### src/rtl/parity_pkg.sv
// Shared types and helpers for the serial parity frame checker.
package parity_pkg;

    // Frame reception states.
    typedef enum logic [1:0] {
        IDLE = 2'd0,
        DATA = 2'd1,
        PAR  = 2'd2
    } state_t;

    // Default number of data bits per frame.
    localparam int DEFAULT_WIDTH = 16;

    // Width of a counter that must hold the values 0..w inclusive.
    function automatic int cnt_width(input int w);
        return $clog2(w + 1);
    endfunction

    // One step of the running parity: fold a new bit into the accumulated XOR.
    function automatic logic par_fold(input logic acc, input logic b);
        return acc ^ b;
    endfunction

endpackage

### src/rtl/sat_err_counter.sv
// Saturating error counter. A clear wins over the old value, but an
// increment in the same cycle as a clear still counts, so the result is 1.
module sat_err_counter #(
    parameter int CNT_W = 8
) (
    input  logic             clk,
    input  logic             rst,
    input  logic             inc,
    input  logic             clr,
    output logic [CNT_W-1:0] count
);
    import parity_pkg::*;

    localparam logic [CNT_W-1:0] CNT_ZERO = {CNT_W{1'b0}};
    localparam logic [CNT_W-1:0] CNT_ONE  = {{(CNT_W-1){1'b0}}, 1'b1};
    localparam logic [CNT_W-1:0] CNT_MAX  = {CNT_W{1'b1}};

    logic [CNT_W-1:0] count_r;
    logic [CNT_W-1:0] count_s;

    // Next count: clear/increment priority and saturation at all-ones.
    always_comb begin
        count_s = count_r;
        if (clr) begin
            if (inc) begin
                count_s = CNT_ONE;
            end else begin
                count_s = CNT_ZERO;
            end
        end else if (inc && (count_r != CNT_MAX)) begin
            count_s = count_r + CNT_ONE;
        end else begin
            count_s = count_r;
        end
    end

    // Count register.
    always_ff @(posedge clk or posedge rst) begin
        if (rst) begin
            count_r <= CNT_ZERO;
        end else begin
            count_r <= count_s;
        end
    end

    assign count = count_r;

endmodule

### config.mk
export PLATFORM = sky130hd
export DESIGN_NAME = sat_err_counter
export DESIGN_NICKNAME = d
export VERILOG_FILES = /design/src/rtl/parity_pkg.sv /design/src/rtl/sat_err_counter.sv
export SDC_FILE = /design/constraint.sdc
export NUM_CORES = 1
export LEC_CHECK = 0
export ABC_AREA = 1
export CAP_MARGIN = 20
export CELL_PAD_IN_SITES_DETAIL_PLACEMENT = 1
export CELL_PAD_IN_SITES_GLOBAL_PLACEMENT = 2
export CORE_UTILIZATION = 26
export DETAILED_ROUTE_END_ITERATION = 6
export PLACE_DENSITY_LB_ADDON = 0.1
export RECOVER_POWER = 100
export SYNTH_ARGS = -nofsm -noshare
export SYNTH_HDL_FRONTEND = slang
export SYNTH_SLANG_ARGS = --single-unit
### constraint.sdc
create_clock -name clk -period 3.43 [get_ports clk]
set_clock_uncertainty 0.2 [all_clocks]
set_input_delay 0.5145 -clock clk [delete_from_list [all_inputs] [get_ports clk]]
set_output_delay 0.5145 -clock clk [all_outputs]
set_load 0.05 [all_outputs]
-- Word-level counts from Yosys, hierarchy flattened
Cells that the tools add are included.
- add/subtract/negate cells: 1
- eq/ne operators: 1
- muxes and demuxes: 3
- reduce and logical (&&, ||, !) cells: 2
- operator list (cell ; number):
    $mux W8 ; 2
    $add A8 B1 Y8 const B ; 1
    $ne A8 B8 Y1 const B ; 1
    $reduce_bool A2 Y1 ; 1
    $logic_and A1 B1 Y1 ; 1
    $mux W1 ; 1
- register bits: 8
- bits of input ports: 4
- output and inout bits: 8

-- Depth between registers and ports, before layout
- depth after elaboration: 4
- depth in mapped cells: 9

-- Worst setup path before layout
Ideal clock, no wire load.
- path kind: register -> register
- start point: register count_r[1] (netlist: count[1])
- end point: register count_r[3] (netlist: count[3])
- setup time: 0.066 ns
- arrival: 1.540 ns
- data required time: 3.164 ns
- slack: 1.624 ns
- stages on the path, launching flop included: 10
- buffers on the path: 0
- path through: dfrtp_1 ha_1 nand2_1 nor2_1 nand2_2 nand2_2 nand2_4 clkinv_4 nand2_1 nand2_1
- word-level cells in the longest chain between the ends: 3
- ends and longest elaborated chain (what ; line ; text):
    start, declared ; sat_err_counter.sv:18 ; logic [CNT_W-1:0] count_r;
    start signal, assigned ; sat_err_counter.sv:42 ; count_r <= count_s;
    $add A8 B1 Y8 / $ne A8 B8 Y1 (equally long branches) ; sat_err_counter.sv:31, sat_err_counter.sv:30 ;
    $mux W8 / $logic_and A1 B1 Y1 (equally long branches) ; sat_err_counter.sv:30 ; end else if (inc && (count_r != CNT_MAX)) begin
    $mux W8 / $reduce_bool A2 Y1 (equally long branches) ; -- ;
Several ways; a longest one is shown, not always the timed one. The select of a mux whose other input is x is not followed.
A chain may end at the register's enable or synchronous reset.

-- Final worst setup path
- start point: register count_r[2] (netlist: count[2])
- end point: output count[2]
- RTL lines (what ; line ; text):
    end, declared ; sat_err_counter.sv:10 ; output logic [CNT_W-1:0] count
No word-level cell between the ends.

==> impl_metrics.json <==
{
  "ys_async_sr_fraction": 1.00,
  "hold_slack_ns": 0.350,
  "crit_type": "reg2out",
  "syn-num-nets": 79,
  "coreArea_sq_mm": 0.00178,
  "p_leak_nw": 0.341,
  "synth.distinct_cells": 18,
  "holdPathStages": 2,
  "min_to": "count[7]$_DFFE_PP0P_",
  "yosys-top-cells-count": "nand2_1, dfrtp_1, inv_1, nor2_1, nand3_1",
  "start_util": 0.284,
  "path_buf_inv": 1,
  "largest_reg_flops": 8,
  "grt_pass1_wl_mm": 2.32,
  "die_y_microns": 46.1,
  "ctsResizeCount": 0,
  "wl_per_cell_microns": 11.8,
  "outcome": "completed",
  "dp_hpwl_mm": 1.09,
  "insertion_delay_ns": 0.26,
  "yosys.area.top_type": "dfrtp_1",
  "synthDominantCellAreaShare": 0.395,
  "htreeDepth": 1,
  "drc": 0,
  "synth_area_sq_um": 507,
  "grt_max_degree": 9,
  "slew_headroom": 0.666,
  "cpLargestDelayFamily": "buffers and inverters",
  "end_kind": "output pin",
  "min_from": "count[7]$_DFFE_PP0P_",
  "placed_area_sq_um": 648,
  "cp.arrival_ns": 1.59,
  "fin_crit_ns": 2.31,
  "rr_endpoint": "count[1]$_DFFE_PP0P_",
  "rows": 15,
  "clockBufferDepth": 2,
  "crit_start": "count[2]$_DFFE_PP0P_",
  "routed_wl_mm": 1.34,
  "cts_setup_buffers": 0,
  "antenna_found_initial": 0,
  "cts.sinks": 8,
  "max_freq_ghz": 0.434,
  "fin_setup_tns_ns": 0,
  "clk_pin_slew_ns": 0.06,
  "finalHoldViolations": 0,
  "cts_hold_buf": 0,
  "final_cell_area_sq_um": 659,
  "synth_area_leaders": "dfrtp_1, nand2_1, nand3_1",
  "synth_flop_cell": "dfrtp_1",
  "die_w_microns": 46.1,
  "tightest_slew_ns": 0.500,
  "cts-root-buf": "clkbuf_4",
  "powerDensity_mw_per_mm2": 338,
  "seq_area_frac_synth": 0.395,
  "drt_iter0_drc": 8,
  "hold_path.class": "reg2reg",
  "numCtsBuffers": 3,
  "reg2reg_from": "count[0]$_DFFE_PP0P_",
  "r2r_cells": 9,
  "diodes": 0,
  "viasPerCell": 4.47,
  "area_growth_pct": 30.1,
  "crit_chain": "dlygate4sd3_1",
  "layout-drive-gt1-share": 0.102,
  "grt_util_all_layers": 0.160,
  "die_area_sq_mm": 0.00213,
  "drv_cap": 0,
  "period_share": 0.672,
  "drv_slew": 0,
  "ys_seq_elements": 8,
  "io_buffers": 11,
  "firstDrtPassIters": 4,
  "cp_max_fo": 6,
  "crit_path_start_kind": "flip-flop",
  "gp_congestion": 0.738,
  "cts_tree": "done",
  "reg2reg_slack_ns": 1.61,
  "setup-violations-final": 0,
  "nNetsFinal": 95,
  "synth_edf_count": 0,
  "required_ns": 2.72,
  "synthesis.instances": 74,
  "rsz0062_at_grt": "false",
  "overflow": 0,
  "grt_pass1_vias": 517,
  "place_inst": 110,
  "avgSynthCellArea_sq_um": 6.85,
  "io_pins": 12,
  "synth_most_common_cell": "nand2_1",
  "vdd.ir_drop.worst_mv": 0.165,
  "yosysWarnings": 0,
  "instances_no_fill": 113,
  "postRouteAntennaNets": 0,
  "vias": 505,
  "cp_slowest_stage_delay_ns": 0.90,
  "critPathSlowestCell": "dlygate4sd3_1"
}
[how the worst max path moves through the flow]
stage | to | slack [ns] | depth (start not counted)
final | count[2] | 1.12 | 1
after floorplan | count[3]$_DFFE_PP0P_ | 1.62 | 9
after global routing | count[2] | 1.07 | 1
after detailed placement | count[2] | 1.45 | 1
after global placement | count[2] | 1.46 | 1
after CTS | count[2] | 1.17 | 1
[per-stage QoR]
step / setup WS (ns) / total power (W) / utilization
CTS: 1.17 / 0.000228 / 0.376
floorplan: 1.62 / 0.000132 / -
global route: 1.07 / 0.000235 / 0.370
global placement: 1.46 / 0.000152 / 0.364
finish: 1.12 / 0.000223 / 0.370
detailed placement: 1.45 / 0.000151 / 0.364
[cells by family after synthesis]
group	after synthesis	synth area share
fa+ha+maj	1	0.0247
xor+xnor	1	0.0173
simple gates	48	0.422
compound gates	5	0.0494
buf+inv	11	0.0913
flops	8	0.395
[cell usage in the layout (no fill, tap or decap), types with 2 or more instances in the layout]
cell type | synthesis | layout
a21oi_1 | 2 | 2
clkbuf_4 | 0 | 3
dfrtp_1 | 8 | 8
dlygate4sd3_1 | 0 | 10
inv_1 | 8 | 8
nand2_1 | 27 | 28
nand2_2 | 3 | 3
nand3_1 | 6 | 6
nor2_1 | 8 | 8
o21ai_0 | 1 | 2
[metal layers]
metal,track usage,routed length (microns),vias up
li1,-,-,256
met1,0.204,685,231
met2,0.248,578,13
met3,0.0353,42,5
met4,0.0882,29,0
met5,0,0,-
[where the power goes]
group	internal, W	switching, W
Clock	0.0000404	0.0000377
Combinational	0.0000128	0.0000288
Sequential	0.0000981	0.00000536
Total	0.000151	0.0000718
[cell type report]
cell class | count | area (sq um)
clock buffers | 3 | 22.5
fillers | 237 | 1120
inverters | 11 | 42.5
multi-input cells | 55 | 253
flip-flops and latches | 8 | 200
well taps | 25 | 31.3
repair buffers | 11 | 110
Note: power is estimated with default switching activity, not from simulation.
==> patch 1: new RTL, same flow settings <==
`CNT_W`: 8 -> 6.
--- a/src/rtl/sat_err_counter.sv
+++ b/src/rtl/sat_err_counter.sv
@@ -1,7 +1,7 @@
 // Saturating error counter. A clear wins over the old value, but an
 // increment in the same cycle as a clear still counts, so the result is 1.
 module sat_err_counter #(
-    parameter int CNT_W = 8
+    parameter int CNT_W = 6
 ) (
     input  logic             clk,
     input  logic             rst,
Interface: changed (resized count); port bits go from 12 to 10. No check against the original RTL was run, so the function may have changed too.
==> patch 1 against the unedited design <==
- worst setup slack improved by 0.041 ns
- final area decreased by 24%
- clock power decreased by 15%
- combinational power increased by 2%
- sequential cell count decreased by 2
- routed wire length decreased by 27%
- total power decreased by 16%
- non-clock buffer count decreased by 2
- via count decreased by 23%
- synthesized area decreased by 24%
- sequential share of layout area decreased by 0.58 points
- highest routed layer unchanged
==> patch 1: results (changes against the unedited design) <==
| Step | Item | Value | Delta |
| --- | --- | --- | --- |
| logic synthesis | Share of the synthesized netlist area taken by xor and xnor gates | 0% | -1.7 points |
| place | Final weighted congestion in routability-driven placement | 0.6693 | -9.3% |
| logic synthesis | Main area contributors after synthesis | sky130_fd_sc_hd__dfrtp_1 (39%), sky130_fd_sc_hd__nand3_1 (12%), sky130_fd_sc_hd__nand2_1 (12%) |  |
| layout | Inverters, non-clock | 10 | -1 |
| timing | Worst rel slew slack | 66.55% | about the same |
| routing | Drt initial violations | 4 | -4 |
| layout | Area of all sequential standard cells | 150.1 µm² | -25% |
| run status | Result of the run | completed |  |
| routing | Amount of wire on met3 after detailed routing | 35 µm | -17% |
| logic synthesis | Count of state elements after synthesis | 6 | -2 |
| routing | DR WL met2 | 396 µm | -31% |
| logic synthesis | Top cells by count, synth | sky130_fd_sc_hd__nand2_1 (12), sky130_fd_sc_hd__inv_1 (9), sky130_fd_sc_hd__nand3_1 (9) |  |
| place | Count of placed standard cells including taps | 78 | -29% |
| layout | Multi-input gates | 38 | -31% |
| logic synthesis | Synth Net Count | 59 | -25% |
| routing | Detailed-routing iteration count for the pre-antenna-repair pass | 2 | -2 |
| place | DP Wirelength | 774 µm | -29% |
| logic synthesis | Number of distinct library cell variants in the gate-level netlist after synthesis | 14 | -4 |
| worst setup path | Critical-path maximum fanout | 5 | -1 |
| layout | Number of non-filler instances in the completed layout | 81 | -28% |
| layout | Final non-clock buffer share | 17.87% | +1.2 points |
| layout | Total of plain and repair buffers excluding clock buffers | 9 | -2 |
| worst setup path | WP data arrival | 1.55 ns | -0.04 ns |
| global route | Met3 demand-to-capacity share in global routing | 3.333% | -0.20 points |
| layout | Max FFs per register | 6 | -2 |
patch 1: worst paths after layout:
kind,startpoint,end,slack [ns],cells past startpoint
worst min register to register,count[3],count[3],0.36,2
min in group asynchronous,rst,count[5],0.43,2
max in group asynchronous,rst,count[3],2.41,2
worst max-delay path,count[0],count[0],1.17,1
worst max register to register,count[0],count[4],1.63,8
worst min-delay path,count[3],count[3],0.36,2
patch 1: logic make-up (layout without fill, tap and decap cells):
group                      count (synthesis)  in the layout
adders and majority gates                  1              1
buffers and inverters                     10             22
DFF                                        6              6
AOI/OAI and AO/OA                          1              1
and+or+nand+nor                           36             36
patch 1: per-stage QoR:
stage                     setup slack, ns  hold WS, ns
after global routing                1.111       0.3991
after CTS                           1.222       0.3002
after floorplan                     1.619       0.1055
after global placement              1.489       0.3455
final                               1.166       0.3555
after detailed placement            1.492       0.3530
patch 1: power by group:
group	switching (mW)	internal, mW	total (mW)
Combinational	0.0290	0.0135	0.0425
Clock	0.0266	0.0397	0.0662
Sequential	0.00469	0.0750	0.0796
==> patch 2: new RTL, config.mk and constraints unchanged <==
Made on the original files. Add an input register stage for `inc` and `clr`, with the module's reset; this delays them by one clock.
--- a/src/rtl/sat_err_counter.sv
+++ b/src/rtl/sat_err_counter.sv
@@ -15,19 +15,32 @@
     localparam logic [CNT_W-1:0] CNT_ONE  = {{(CNT_W-1){1'b0}}, 1'b1};
     localparam logic [CNT_W-1:0] CNT_MAX  = {CNT_W{1'b1}};
 
+    logic inc_q;
+    logic clr_q;
+
+    always_ff @(posedge clk or posedge rst) begin
+        if (rst) begin
+            inc_q <= '0;
+            clr_q <= '0;
+        end else begin
+            inc_q <= inc;
+            clr_q <= clr;
+        end
+    end
+
     logic [CNT_W-1:0] count_r;
     logic [CNT_W-1:0] count_s;
 
     // Next count: clear/increment priority and saturation at all-ones.
     always_comb begin
         count_s = count_r;
-        if (clr) begin
-            if (inc) begin
+        if (clr_q) begin
+            if (inc_q) begin
                 count_s = CNT_ONE;
             end else begin
                 count_s = CNT_ZERO;
             end
-        end else if (inc && (count_r != CNT_MAX)) begin
+        end else if (inc_q && (count_r != CNT_MAX)) begin
             count_s = count_r + CNT_ONE;
         end else begin
             count_s = count_r;
Formal check against the unedited RTL: not equivalent (Yosys sat finds a counterexample within 4 cycles, from zero or initial values and one cycle with rst high).
==> patch 2 against the unedited design <==
- synthesized area rose by 9.9%
- final area rose by 9.7%
- routed wire length rose by 1.8%
- critical path depth did not move
- register-to-register slack got worse by 0.11 ns
- largest power group unchanged
- critical endpoint unchanged
- core utilization fell by 0.49 points
- combinational power fell by 5.1%
- sequential cell count rose by 2
- non-clock buffer count did not move
- hold slack got worse by 0.0053 ns
- total power rose by 25%
- worst setup slack got worse by 0.0048 ns
- die area rose by 9.4%
==> patch 2: results (changes against the unedited design) <==
| Step | Item | Value | Delta |
| --- | --- | --- | --- |
| layout | Clock Buffer Count | 4 | +1 |
| power and ir drop | Leakage power | 0.3716 nW | +9.1% |
| global route | Pin count of the biggest net entering global routing | 11 | +2 |
| layout | Inverters, non-clock | 11 | unchanged |
| logic synthesis | Sequential fraction of the synthesis area | 44.94% | +5.4 points |
| layout | Fraction of area in multi-input gates | 34.60% | -3.7 points |
| timing | Least-Margin Pin Slew | 0.5020 ns | +0.002117 ns |
| logic synthesis | Count of state elements after synthesis | 10 | +2 |
| routing | DR WL/cell | 11.52 µm | -2.5% |
| layout | Fill cell count | 254 | +7.2% |
| run status | Result of the run | completed |  |
| worst setup path | WP data arrival | 1.60 ns |  |
| place | Final weighted congestion in routability-driven placement | 0.7207 | -2.3% |
| hold path | Path category of the worst min-delay check | register to register |  |
| power and ir drop | Max VDD drop | 176.4 µV | +6.9% |
| logic synthesis | Share of flip-flops with an asynchronous set or reset after synthesis | 100.0% | unchanged |
| layout | Final non-clock buffer share | 15.22% | -1.5 points |
| place | DP Wirelength | 1029 µm | -5.3% |
| layout | Nets | 97 | +2.1% |
| routing | Detailed-route vias per instance | 4.339 | -2.9% |
| global route | First-pass GRT wire length | 2415 µm | +4.2% |
| global route | Total routing usage reported by global routing | 15.95% | -0.065 points |
| layout | Clock distribution area overhead in the final layout | 5.017% | +1.6 points |
| layout | Share of layout cells above drive strength 1 | 9.890% | -0.34 points |
| logic synthesis | Top cells by count, synth | sky130_fd_sc_hd__nand2_1 (27), sky130_fd_sc_hd__dfrtp_1 (10), sky130_fd_sc_hd__inv_1 (8), sky130_fd_sc_hd__nor2_1 (8), sky130_fd_sc_hd__nand3_1 (6) |  |
| clock tree | Clock-pin transition on the worst setup and hold timing paths | 0.08 ns | +0.02 ns |
| logic synthesis | Main area contributors after synthesis | sky130_fd_sc_hd__dfrtp_1 (45%), sky130_fd_sc_hd__nand2_1 (18%), sky130_fd_sc_hd__nand3_1 (5.4%) |  |
| layout | Sequential cell area share | 34.60% | +4.2 points |
| global route | Via count of the first global-routing pass | 508 | -1.7% |
| logic synthesis | Synth Net Count | 81 | +2.5% |
| layout | Multi-input gates | 55 | unchanged |
## patch 2: metal layers
metal,GRT usage [%],vias up,share of wire (%)
met5,0,-,0
met4,5.000,0,1.1
met3,7.778,2,3.8
met2,22.40,11,42
met1,21.35,236,53
li1,-,263,-
## patch 2: power breakdown
| part | internal (mW) | switching (mW) |
|---|---|---|
| clock | 0.0645 | 0.0451 |
| combinational | 0.0123 | 0.0270 |
| sequential | 0.123 | 0.00689 |
## patch 2: final timing paths
path                                from       end  slack (ns)  cells past startpoint
worst max register to register  count[1]  count[3]        1.50                      9
min in group asynchronous            rst  count[1]        0.46                      2
worst max-delay path            count[2]  count[2]        1.12                      1
worst min register to register  count[7]  count[7]        0.34                      2
worst min-delay path            count[7]  count[7]        0.34                      2
max in group asynchronous            rst  count[3]        2.28                      2
## patch 2: cells by family (layout without fill, tap and decap cells)
kind of cell | after synthesis | after routing | share of synthesized area, %
XOR/XNOR | 1 | 1 | 1.573
buffers and inverters | 11 | 26 | 8.314
AND/OR/NAND/NOR | 48 | 48 | 38.43
AO/OA/AOI/OAI | 5 | 5 | 4.494
flip-flops | 10 | 10 | 44.94
adder cells (fa/ha/maj) | 1 | 1 | 2.247
## patch 2: stage by stage
| step | instances | utilization [%] | instance area, µm² | setup slack, ns | power, mW |
|---|---|---|---|---|---|
| floorplan | 76 | - | 556.8 | 1.623 | 0.1587 |
| global route | 118 | 36.49 | 723.2 | 1.072 | 0.2930 |
| detailed placement | 114 | 35.35 | 700.7 | 1.466 | 0.1759 |
| global placement | 114 | 35.35 | 700.7 | 1.484 | 0.1762 |
| CTS | 118 | 37.18 | 737.0 | 1.158 | 0.2903 |
| finish | 118 | 36.49 | 723.2 | 1.119 | 0.2786 |
